`src/rtl/muldiv_pkg.sv`:
```
// Shared types and constants for the RV32M multiply/divide sequencer.
package muldiv_pkg;

  typedef enum logic [1:0] {
    S_IDLE = 2'd0,
    S_CALC = 2'd1,
    S_FIX  = 2'd2,
    S_DONE = 2'd3
  } muldiv_state_t;

  localparam logic [2:0] F3_MUL    = 3'b000;
  localparam logic [2:0] F3_MULH   = 3'b001;
  localparam logic [2:0] F3_MULHSU = 3'b010;
  localparam logic [2:0] F3_MULHU  = 3'b011;
  localparam logic [2:0] F3_DIV    = 3'b100;
  localparam logic [2:0] F3_DIVU   = 3'b101;
  localparam logic [2:0] F3_REM    = 3'b110;
  localparam logic [2:0] F3_REMU   = 3'b111;

endpackage

```
`src/rtl/muldiv_core.sv`:
```
// Radix-2 shift-add multiply / restoring divide datapath, one step per strobe.
// Divide path is present only when MULDIV_DIV_EN is defined.
module muldiv_core #(
  parameter int unsigned DATA_W = 32
) (
  input  logic              clk,
  input  logic              reset,
  input  logic              load_i,
  input  logic              step_i,
`ifdef MULDIV_DIV_EN
  input  logic              is_div_i,
`endif
  input  logic [DATA_W-1:0] a_i,
  input  logic [DATA_W-1:0] b_i,
  output logic [DATA_W-1:0] hi_o,
  output logic [DATA_W-1:0] lo_o
);

  logic [DATA_W-1:0] hi_q, hi_d;
  logic [DATA_W-1:0] lo_q, lo_d;
  logic [DATA_W-1:0] b_q;
  logic [DATA_W:0]   sum_c;
`ifdef MULDIV_DIV_EN
  logic              div_q;
  logic [DATA_W:0]   shl_c;
  logic [DATA_W:0]   diff_c;
`endif

  // hi:lo is the product (multiply) or remainder:quotient (divide)
  always_comb begin
    hi_d  = hi_q;
    lo_d  = lo_q;
    sum_c = {1'b0, hi_q} + (lo_q[0] ? {1'b0, b_q} : '0);
`ifdef MULDIV_DIV_EN
    shl_c  = {hi_q, lo_q[DATA_W-1]};
    diff_c = shl_c - {1'b0, b_q};
`endif
    if (load_i) begin
      hi_d = '0;
      lo_d = a_i;
    end else if (step_i) begin
`ifdef MULDIV_DIV_EN
      if (div_q) begin
        hi_d = diff_c[DATA_W] ? shl_c[DATA_W-1:0] : diff_c[DATA_W-1:0];
        lo_d = {lo_q[DATA_W-2:0], ~diff_c[DATA_W]};
      end else
`endif
      begin
        hi_d = sum_c[DATA_W:1];
        lo_d = {sum_c[0], lo_q[DATA_W-1:1]};
      end
    end
  end

  always_ff @(posedge clk or negedge reset) begin
    if (!reset) begin
      hi_q  <= '0;
      lo_q  <= '0;
      b_q   <= '0;
`ifdef MULDIV_DIV_EN
      div_q <= 1'b0;
`endif
    end else begin
      hi_q <= hi_d;
      lo_q <= lo_d;
      if (load_i) begin
        b_q   <= b_i;
`ifdef MULDIV_DIV_EN
        div_q <= is_div_i;
`endif
      end
    end
  end

  assign hi_o = hi_q;
  assign lo_o = lo_q;

endmodule

```
`src/rtl/muldiv_sequencer.sv`:
```
// RV32M multiply/divide sequencer: FSM, special cases, sign fix-up, pipeline stall.
// Define MULDIV_DIV_EN to build the divide/remainder operations.
module muldiv_sequencer #(
  parameter int unsigned DATA_W = 32
) (
  input  logic              clk,
  input  logic              reset,
  input  logic              start,
  input  logic              flush,
  input  logic [2:0]        Funct3,
  input  logic [DATA_W-1:0] SrcA,
  input  logic [DATA_W-1:0] SrcB,
  output logic              stall,
  output logic              busy,
  output logic              done,
  output logic              illegal,
  output logic [DATA_W-1:0] Result
);
  import muldiv_pkg::*;

  localparam int unsigned     CNT_W     = $clog2(DATA_W) + 1;
  localparam logic [CNT_W-1:0] LAST_STEP = CNT_W'(DATA_W - 1);

  muldiv_state_t       state_q, state_d;
  logic [CNT_W-1:0]    cnt_q, cnt_d;
  logic [2:0]          f3_q, f3_d;
  logic                sa_q, sa_d, sb_q, sb_d;
  logic [DATA_W-1:0]   result_q, result_d;
  logic                busy_q, done_q, illegal_q, illegal_d;
  logic                load_c, step_c;
  logic                sa_c, sb_c;
  logic [DATA_W-1:0]   amag_c, bmag_c;
  logic [DATA_W-1:0]   hi_c, lo_c;
  logic [2*DATA_W-1:0] prod_raw_c, prod_c;
  logic [DATA_W-1:0]   fix_c;
`ifdef MULDIV_DIV_EN
  localparam logic [DATA_W-1:0] MIN_NEG = {1'b1, {(DATA_W-1){1'b0}}};
  logic                div_zero_c, ovf_c;
  logic [DATA_W-1:0]   special_c, quo_c, rem_c;
`endif

  // Operand sign flags and magnitudes for the signed flavours
  assign sa_c = SrcA[DATA_W-1] && (Funct3 == F3_MULH || Funct3 == F3_MULHSU ||
                                   Funct3 == F3_DIV  || Funct3 == F3_REM);
  assign sb_c = SrcB[DATA_W-1] && (Funct3 == F3_MULH || Funct3 == F3_DIV ||
                                   Funct3 == F3_REM);
  assign amag_c = sa_c ? -SrcA : SrcA;
  assign bmag_c = sb_c ? -SrcB : SrcB;

`ifdef MULDIV_DIV_EN
  assign div_zero_c = Funct3[2] && (SrcB == '0);
  assign ovf_c      = (Funct3 == F3_DIV || Funct3 == F3_REM) &&
                      (SrcA == MIN_NEG) && (SrcB == '1);
  assign special_c  = Funct3[1] ? (div_zero_c ? SrcA : '0)
                                : (div_zero_c ? '1   : SrcA);
  assign quo_c      = (sa_q ^ sb_q) ? -lo_c : lo_c;
  assign rem_c      = sa_q ? -hi_c : hi_c;
`endif

  assign prod_raw_c = {hi_c, lo_c};
  assign prod_c     = (sa_q ^ sb_q) ? -prod_raw_c : prod_raw_c;

  always_comb begin
    fix_c = prod_c[2*DATA_W-1:DATA_W];
    if (f3_q == F3_MUL) begin
      fix_c = prod_c[DATA_W-1:0];
    end
`ifdef MULDIV_DIV_EN
    else if (f3_q[2]) begin
      fix_c = f3_q[1] ? rem_c : quo_c;
    end
`endif
  end

  muldiv_core #(.DATA_W(DATA_W)) u_core (
    .clk      (clk),
    .reset    (reset),
    .load_i   (load_c),
    .step_i   (step_c),
`ifdef MULDIV_DIV_EN
    .is_div_i (Funct3[2]),
`endif
    .a_i      (amag_c),
    .b_i      (bmag_c),
    .hi_o     (hi_c),
    .lo_o     (lo_c)
  );

  // Next-state and datapath control
  always_comb begin
    state_d   = state_q;
    cnt_d     = cnt_q;
    f3_d      = f3_q;
    sa_d      = sa_q;
    sb_d      = sb_q;
    result_d  = result_q;
    illegal_d = 1'b0;
    load_c    = 1'b0;
    step_c    = 1'b0;
    unique case (state_q)
      S_IDLE: begin
        if (start && !flush) begin
          f3_d  = Funct3;
          sa_d  = sa_c;
          sb_d  = sb_c;
          cnt_d = '0;
`ifdef MULDIV_DIV_EN
          if (div_zero_c || ovf_c) begin
            result_d = special_c;
            state_d  = S_DONE;
          end else begin
            load_c  = 1'b1;
            state_d = S_CALC;
          end
`else
          if (Funct3[2]) begin
            result_d  = '0;
            illegal_d = 1'b1;
            state_d   = S_DONE;
          end else begin
            load_c  = 1'b1;
            state_d = S_CALC;
          end
`endif
        end
      end
      S_CALC: begin
        step_c = 1'b1;
        cnt_d  = cnt_q + CNT_W'(1);
        if (cnt_q == LAST_STEP) begin
          state_d = S_FIX;
        end
      end
      S_FIX: begin
        result_d = fix_c;
        state_d  = S_DONE;
      end
      S_DONE: begin
        state_d = S_IDLE;
      end
      default: begin
        state_d = S_IDLE;
      end
    endcase
    // Abort leaves Result untouched and suppresses the done pulse
    if (flush) begin
      state_d   = S_IDLE;
      result_d  = result_q;
      illegal_d = 1'b0;
    end
  end

  always_ff @(posedge clk or negedge reset) begin
    if (!reset) begin
      state_q   <= S_IDLE;
      cnt_q     <= '0;
      f3_q      <= '0;
      sa_q      <= 1'b0;
      sb_q      <= 1'b0;
      result_q  <= '0;
      busy_q    <= 1'b0;
      done_q    <= 1'b0;
      illegal_q <= 1'b0;
    end else begin
      state_q   <= state_d;
      cnt_q     <= cnt_d;
      f3_q      <= f3_d;
      sa_q      <= sa_d;
      sb_q      <= sb_d;
      result_q  <= result_d;
      busy_q    <= (state_d != S_IDLE);
      done_q    <= (state_d == S_DONE);
      illegal_q <= illegal_d;
    end
  end

  // Combinational so the instruction is held in EX from its first cycle
  assign stall   = ((state_q == S_IDLE) && start && !flush) ||
                   (state_q == S_CALC) || (state_q == S_FIX);
  assign busy    = busy_q;
  assign done    = done_q;
  assign illegal = illegal_q;
  assign Result  = result_q;

endmodule

```
`config.mk`:
```
export PLATFORM = sky130hd
export DESIGN_NAME = muldiv_sequencer
export DESIGN_NICKNAME = d
export VERILOG_FILES = /design/src/rtl/muldiv_pkg.sv /design/src/rtl/muldiv_core.sv /design/src/rtl/muldiv_sequencer.sv
export SDC_FILE = /design/constraint.sdc
export NUM_CORES = 1
export LEC_CHECK = 0
export ABC_CLOCK_PERIOD_IN_PS = 3500
export CAP_MARGIN = 40
export CORE_ASPECT_RATIO = 0.5
export CORE_MARGIN = 1.5
export CORE_UTILIZATION = 59
export CTS_CLUSTER_SIZE = 24
export DETAILED_ROUTE_END_ITERATION = 8
export HOLD_SLACK_MARGIN = 0.03
export PLACE_DENSITY = 0.8
export SYNTH_ARGS = -nofsm -noshare
export SYNTH_HDL_FRONTEND = slang
export SYNTH_HIERARCHICAL = 1
export SYNTH_SLANG_ARGS = --single-unit
export TNS_END_PERCENT = 30
```
`constraint.sdc`:
```
create_clock -name clk -period 3.5 [get_ports clk]
set_input_delay 0.35 -clock clk [delete_from_list [all_inputs] [get_ports clk]]
set_output_delay 0.35 -clock clk [all_outputs]
set_load 0.01 [all_outputs]
```
# ---- Yosys cells after proc, flatten, opt, wreduce, memory -nomap -nowiden
# Index checks and enable logic that the tools add are counted.
dict set report word_totals {
  output_inout_bits 36
  in_bits 71
  ff_bits 144
  elab_cells 79
}
dict set report classes {
  add_sub_neg 5
  muxes 27
  n_eq_ne 11
  bitwise 2
  n_reduce_logical 22
}
# op n
set ops {}
lappend ops {{$mux 32} 10}
lappend ops {{$mux 64} 1}
lappend ops {{$neg 32->32} 2}
lappend ops {{$neg 64->64} 1}
lappend ops {{$pmux 32 s2} 1}
lappend ops {{$add 32x33->33} 1}
lappend ops {{$pmux 6 s2} 1}
lappend ops {{$mux 1} 8}
lappend ops {{$mux 2} 4}
lappend ops {{$pmux 2 s4} 1}
lappend ops {{$reduce_bool 2->1} 4}
lappend ops {{$logic_or 1x1->1} 7}
lappend ops {{$add 6x1->6 const B} 1}
lappend ops {{$eq 2x2->1 const B} 3}
lappend ops {{$eq 3x3->1 const B} 2}
lappend ops {{$eq 6x5->1 const B} 1}
lappend ops {{$mux 6} 1}
lappend ops {{$logic_and 1x1->1} 5}
lappend ops {{$ne 2x2->1 const B} 2}
lappend ops {{$reduce_and 2->1} 2}
lappend ops {{$reduce_and 4->1} 1}
lappend ops {{$eq 3x1->1 const B} 1}
lappend ops {{$eq 3x2->1 const B} 1}
lappend ops {{$logic_not 3->1} 1}
lappend ops {{5 further kinds} 5}

# ---- Logic depth before layout (Yosys ltp)
dict set report logic_depth {
  ltp_word 7
  ltp_mapped 13
  depth_no_buf 12
}

# ---- By module
# Netlist, hierarchy kept.
# mod instances seq_area_each_um2 cells_per_inst area_per_inst_um2
set modules_own_cells {}
lappend modules_own_cells {muldiv_core 1 2402.3 596 5885.6}
lappend modules_own_cells {muldiv_sequencer 1 1201.2 697 5185.0}

# ---- Worst setup path after synthesis
# OpenSTA, ideal clock, no wires.
dict set report synth_timing {
  kind {reg-to-reg}
  startpoint {register u_core.lo_q[0], in the netlist u_core/lo_o[0]}
  endpoint {register u_core.hi_q[29], in the netlist u_core/hi_o[29]}
  period_less_slack_ps 3085
  stages_incl_launch_ff 14
  slack_ps 415
  required_time_ps 3376
  setup_ps 124
  t_arrival_ps 2961
  path_buffers 1
  path_cell_list {dfrtp_1 clkbuf_1 and2_1 ha_1 inv_1 fa_1 nor2b_1 o211ai_1 a211oi_1 o21ai_2 o31ai_2 a221oi_1 and4b_1 a211o_1}
}
dict set report synth_via {
  elab_chain_cells 4
}
# element line_no
set synth_lines {}
lappend synth_lines {{start: declaration} muldiv_core.sv:20} ;# logic [DATA_W-1:0] lo_q, lo_d;
lappend synth_lines {{start signal: assignment} muldiv_core.sv:65} ;# lo_q <= lo_d;
lappend synth_lines {{$mux 32} muldiv_core.sv:33} ;# sum_c = {1'b0, hi_q} + (lo_q[0] ? {1'b0, b_q} : '0);
lappend synth_lines {{$add 32x33->33} muldiv_core.sv:33}
lappend synth_lines {{$mux 32} muldiv_core.sv:41} ;# end else if (step_i) begin
lappend synth_lines {{$mux 32} muldiv_core.sv:38} ;# if (load_i) begin
lappend synth_lines {{end signal: assignment} muldiv_core.sv:64} ;# hi_q <= hi_d;
lappend synth_lines {{end: declaration} muldiv_core.sv:19} ;# logic [DATA_W-1:0] hi_q, hi_d;
# Every way passes these cells. The select of a mux whose other input is x is not followed.
# A chain may end at the register's enable or synchronous reset.

# ---- Final worst setup path
dict set report layout_timing {
  startpoint {register u_core.lo_q[0], in the netlist u_core/lo_o[0]}
  endpoint {register u_core.hi_q[18], in the netlist u_core/hi_o[18]}
}
# The elaborated chain is that of the path after synthesis.

==> metrics.md <==
| Metric | Value |
|---|---|
| All-Layer GR Usage | `0.330` |
| Clk root buf | `clkbuf_16` |
| Area growth, synth to finish | `19.6%` |
| Pre-CTS setup slack | `-0.156 ns` |
| Via count | `10700` |
| Syn_nets | `1401` |
| Initial antenna violation count | `0` |
| Bufs on Longest Clock Path | `2` |
| Avg Inst Size Synth | `8.56 sq um` |
| Clock latency on the worst-skew pair | `0.42 ns` |
| Row count | `35` |
| Crit-path max FO | `9` |
| Multi-input gate area | `7150 sq um` |
| Die area | `19600 sq um` |
| Synth warnings | `6` |
| ANT nets after route | `0` |
| Layout fillers | `1497` |
| Pwr Total | `9.82 mW` |
| Core area | `18400 sq um` |
| Fin nets | `1508` |
| Die span in y | `99.9 microns` |
| Static leakage | `5.40 nW` |
| DR WL/cell | `19.6 microns` |
| Top cell type's share of synthesized area | `0.325` |
| Max Clock Skew | `0.0157 ns` |
| DRC violations left | `0` |
| 1st-pass router iterations | `6` |
| CTS clk-pin slew, worst paths | `0.06 ns` |
| Placed cells | `1619` |
| Starting Density | `0.602` |
| Synth area leaders | `dfrtp_1 33%, xnor2_1 5.5%, mux2i_1 4.5%, o21ai_0 4.5%, ha_1 4.1%` |
| Register area share after synthesis | `0.325` |
| Final period utilization | `0.934` |
| Cts bufs inserted | `17` |
| Hpwl dp | `23400 microns` |
| Post-route setup TNS | `0 ns` |
| Cells after Synth | `1293` |
| Fin cells | `1651` |
| Vias in the first global route | `9976` |
| Mapped cell area | `11100 sq um` |
| Worst slew margin | `0.453` |
| Max Slew Vio Count | `0` |
| Worst Hold Class | `reg -> reg` |
| Largest net degree at the start of global routing | `89` |
| First-pass GRT wire length | `51300 microns` |
| WP data required | `3.79 ns` |
| Register area | `3600 sq um` |
| Fin crit period | `3.27 ns` |
| Post-synth EDFFs | `0` |
| Cell variety after synth | `85` |
| Setup crit end kind | `flop` |
| Fmax | `0.306 GHz` |
| Synth Register Bits | `144` |
| Share of async-settable or async-resettable flops after synthesis | `1.00` |
| PD cells | `741 nW/um^2` |
| Initial DRC count | `985` |
| CP Launch Type | `flop` |
| N_diodes | `0` |
| Port Buffers | `106` |
| Detail-routed via count per cell | `6.49` |
| Main synth FF type | `dfrtp_1` |
| Maxcap violations | `0` |
| CTS tree | `done` |
| DIE WIDTH | `197 microns` |
| Yosys top cell by area | `dfrtp_1` |
| RSZ-0062 raised after global routing | `false` |
| Most common cell in the netlist | `dfrtp_1` |
| Commonest cells post-synth | `144 x dfrtp_1, 114 x nand2_1, 113 x nor2_1` |
| Util after Layout | `0.720` |
| Worst vdd ir | `389 uV` |
| DRT Wirelength | `32400 microns` |
| GR Overflow Total | `0` |
| Crit path arrival time | `3.55 ns` |
| Worst slew pin tran | `0.821 ns` |
| Ports | `107` |
| Status | `complete, no violations` |
| CTS H-tree lvls | `4` |
| Crit Path Class | `reg -> reg` |
| Gpl congestion | `0.941` |
| Clk sinks | `144` |
| Setup WS post-layout | `0.233 ns` |
| Share of cells above drive strength 1 | `0.0992` |
| Finish-stage setup viols | `0` |
| Final hold vios | `0` |
[path summary, 6_finish.rpt]
check,cells past startpoint,from,to,slack [ns]
setup / recovery,11,u_core/lo_o[0],u_core/hi_o[18],0.23
hold / removal,2,Result[1],Result[1],0.47
setup reg to reg,11,u_core/lo_o[0],u_core/hi_o[18],0.23
hold reg to reg,2,Result[1],Result[1],0.47
max in group asynchronous,3,reset,cnt_q[2],2.03
min in group asynchronous,2,reset,u_core/lo_o[5],0.57
[area by class of cell]
class / instances / share of cell area
Clock buffer: 18 / 0.0324
Tap cell: 240 / 0.0227
Sequential cell: 144 / 0.272
Multi-Input combinational cell: 1058 / 0.540
Clock inverter: 12 / 0.0156
Timing Repair Buffer: 154 / 0.110
Inverter: 25 / 0.00708
[cells by family after synthesis]
| kind of cell | Yosys count | share of synthesized area |
|---|---|---|
| AND/OR/NAND/NOR | 476 | 0.223 |
| buffers and inverters | 91 | 0.0321 |
| adder cells (fa/ha/maj) | 37 | 0.0425 |
| flip-flops | 144 | 0.325 |
| AO/OA/AOI/OAI | 341 | 0.202 |
| multiplexers | 85 | 0.0808 |
| XOR/XNOR | 119 | 0.0941 |
[per-layer routing]
| layer | wire, microns | track usage |
|---|---|---|
| met1 | 14800 | 0.473 |
| met2 | 14200 | 0.515 |
| met3 | 2810 | 0.0575 |
| met4 | 506 | 0.0928 |
| met5 | 0 | 0 |
[worst max-delay path, stage by stage, from the launching register on]
cell and delay [ns]:
dfrtp_2 0.46, buf_4 0.19, buf_4 0.16, and2_1 0.14
ha_1 0.41, nand4_1 0.28, a221oi_4 0.32, nor3_2 0.10
or3_4 0.46, a21boi_0 0.36, o211ai_1 0.13, o311ai_0 0.13
[cell usage in the layout (no fill, tap or decap), types with 5 or more instances in the layout]
cell	instances
inv_1	24
nand3_1	28
a41oi_1	5
bufinv_16	5
nor3_1	39
or4_1	14
nand4_1	17
o31ai_1	16
o21bai_1	5
buf_4	42
nand2_1	114
o21ai_0	99
nor2b_1	7
a21oi_1	82
mux2i_1	50
nand3b_1	10
o211ai_1	13
o41ai_1	7
nor4b_1	7
and2_1	38
nand2b_1	13
a22oi_1	11
ha_1	36
clkbuf_16	17
clkdlybuf4s50_1	105
a211o_1	9
xnor2_1	69
a31oi_1	21
nor2_1	112
xor2_1	48
nor4_1	23
or3_1	24
a21o_1	12
dfrtp_1	143
a211oi_1	7
mux2_2	35
and3_1	7
[flip-flops by register name, summed over array words and instances (netlist names)]
name / flops
sb_q: 1
Result: 32
state_q: 2
u_core/b_q: 32
f3_q: 3
illegal: 1
busy: 1
cnt_q: 6
sa_q: 1
u_core/lo_o: 32
u_core/hi_o: 32
done: 1
[repair_timing]
| item | CTS | global route |
|---|---|---|
| endpoints found under the hold margin | 3 | 0 |
| buffers inserted | 0 | 0 |
| gates resized for setup | 0 | 3 |
| endpoints found under the setup margin | 0 | 4 |
| hold buffers | 1 | 0 |
[power by group]
| group | switching [mW] | internal, mW | total (mW) |
|---|---|---|---|
| combinational | 2.57 | 2.06 | 4.63 |
| clock | 0.733 | 1.27 | 2.00 |
| sequential | 0.918 | 2.27 | 3.19 |
[stage by stage]
stage          hold slack, ns  cell area [sq um]
3_3_place_gp            0.451              12500
3_5_place_dp            0.456              12600
5_1_grt                 0.487              13200
6_report                0.469              13200
4_1_cts                 0.471              13200
2_1_floorplan          0.0544              11100
Note: power is estimated with default switching activity, not from simulation.
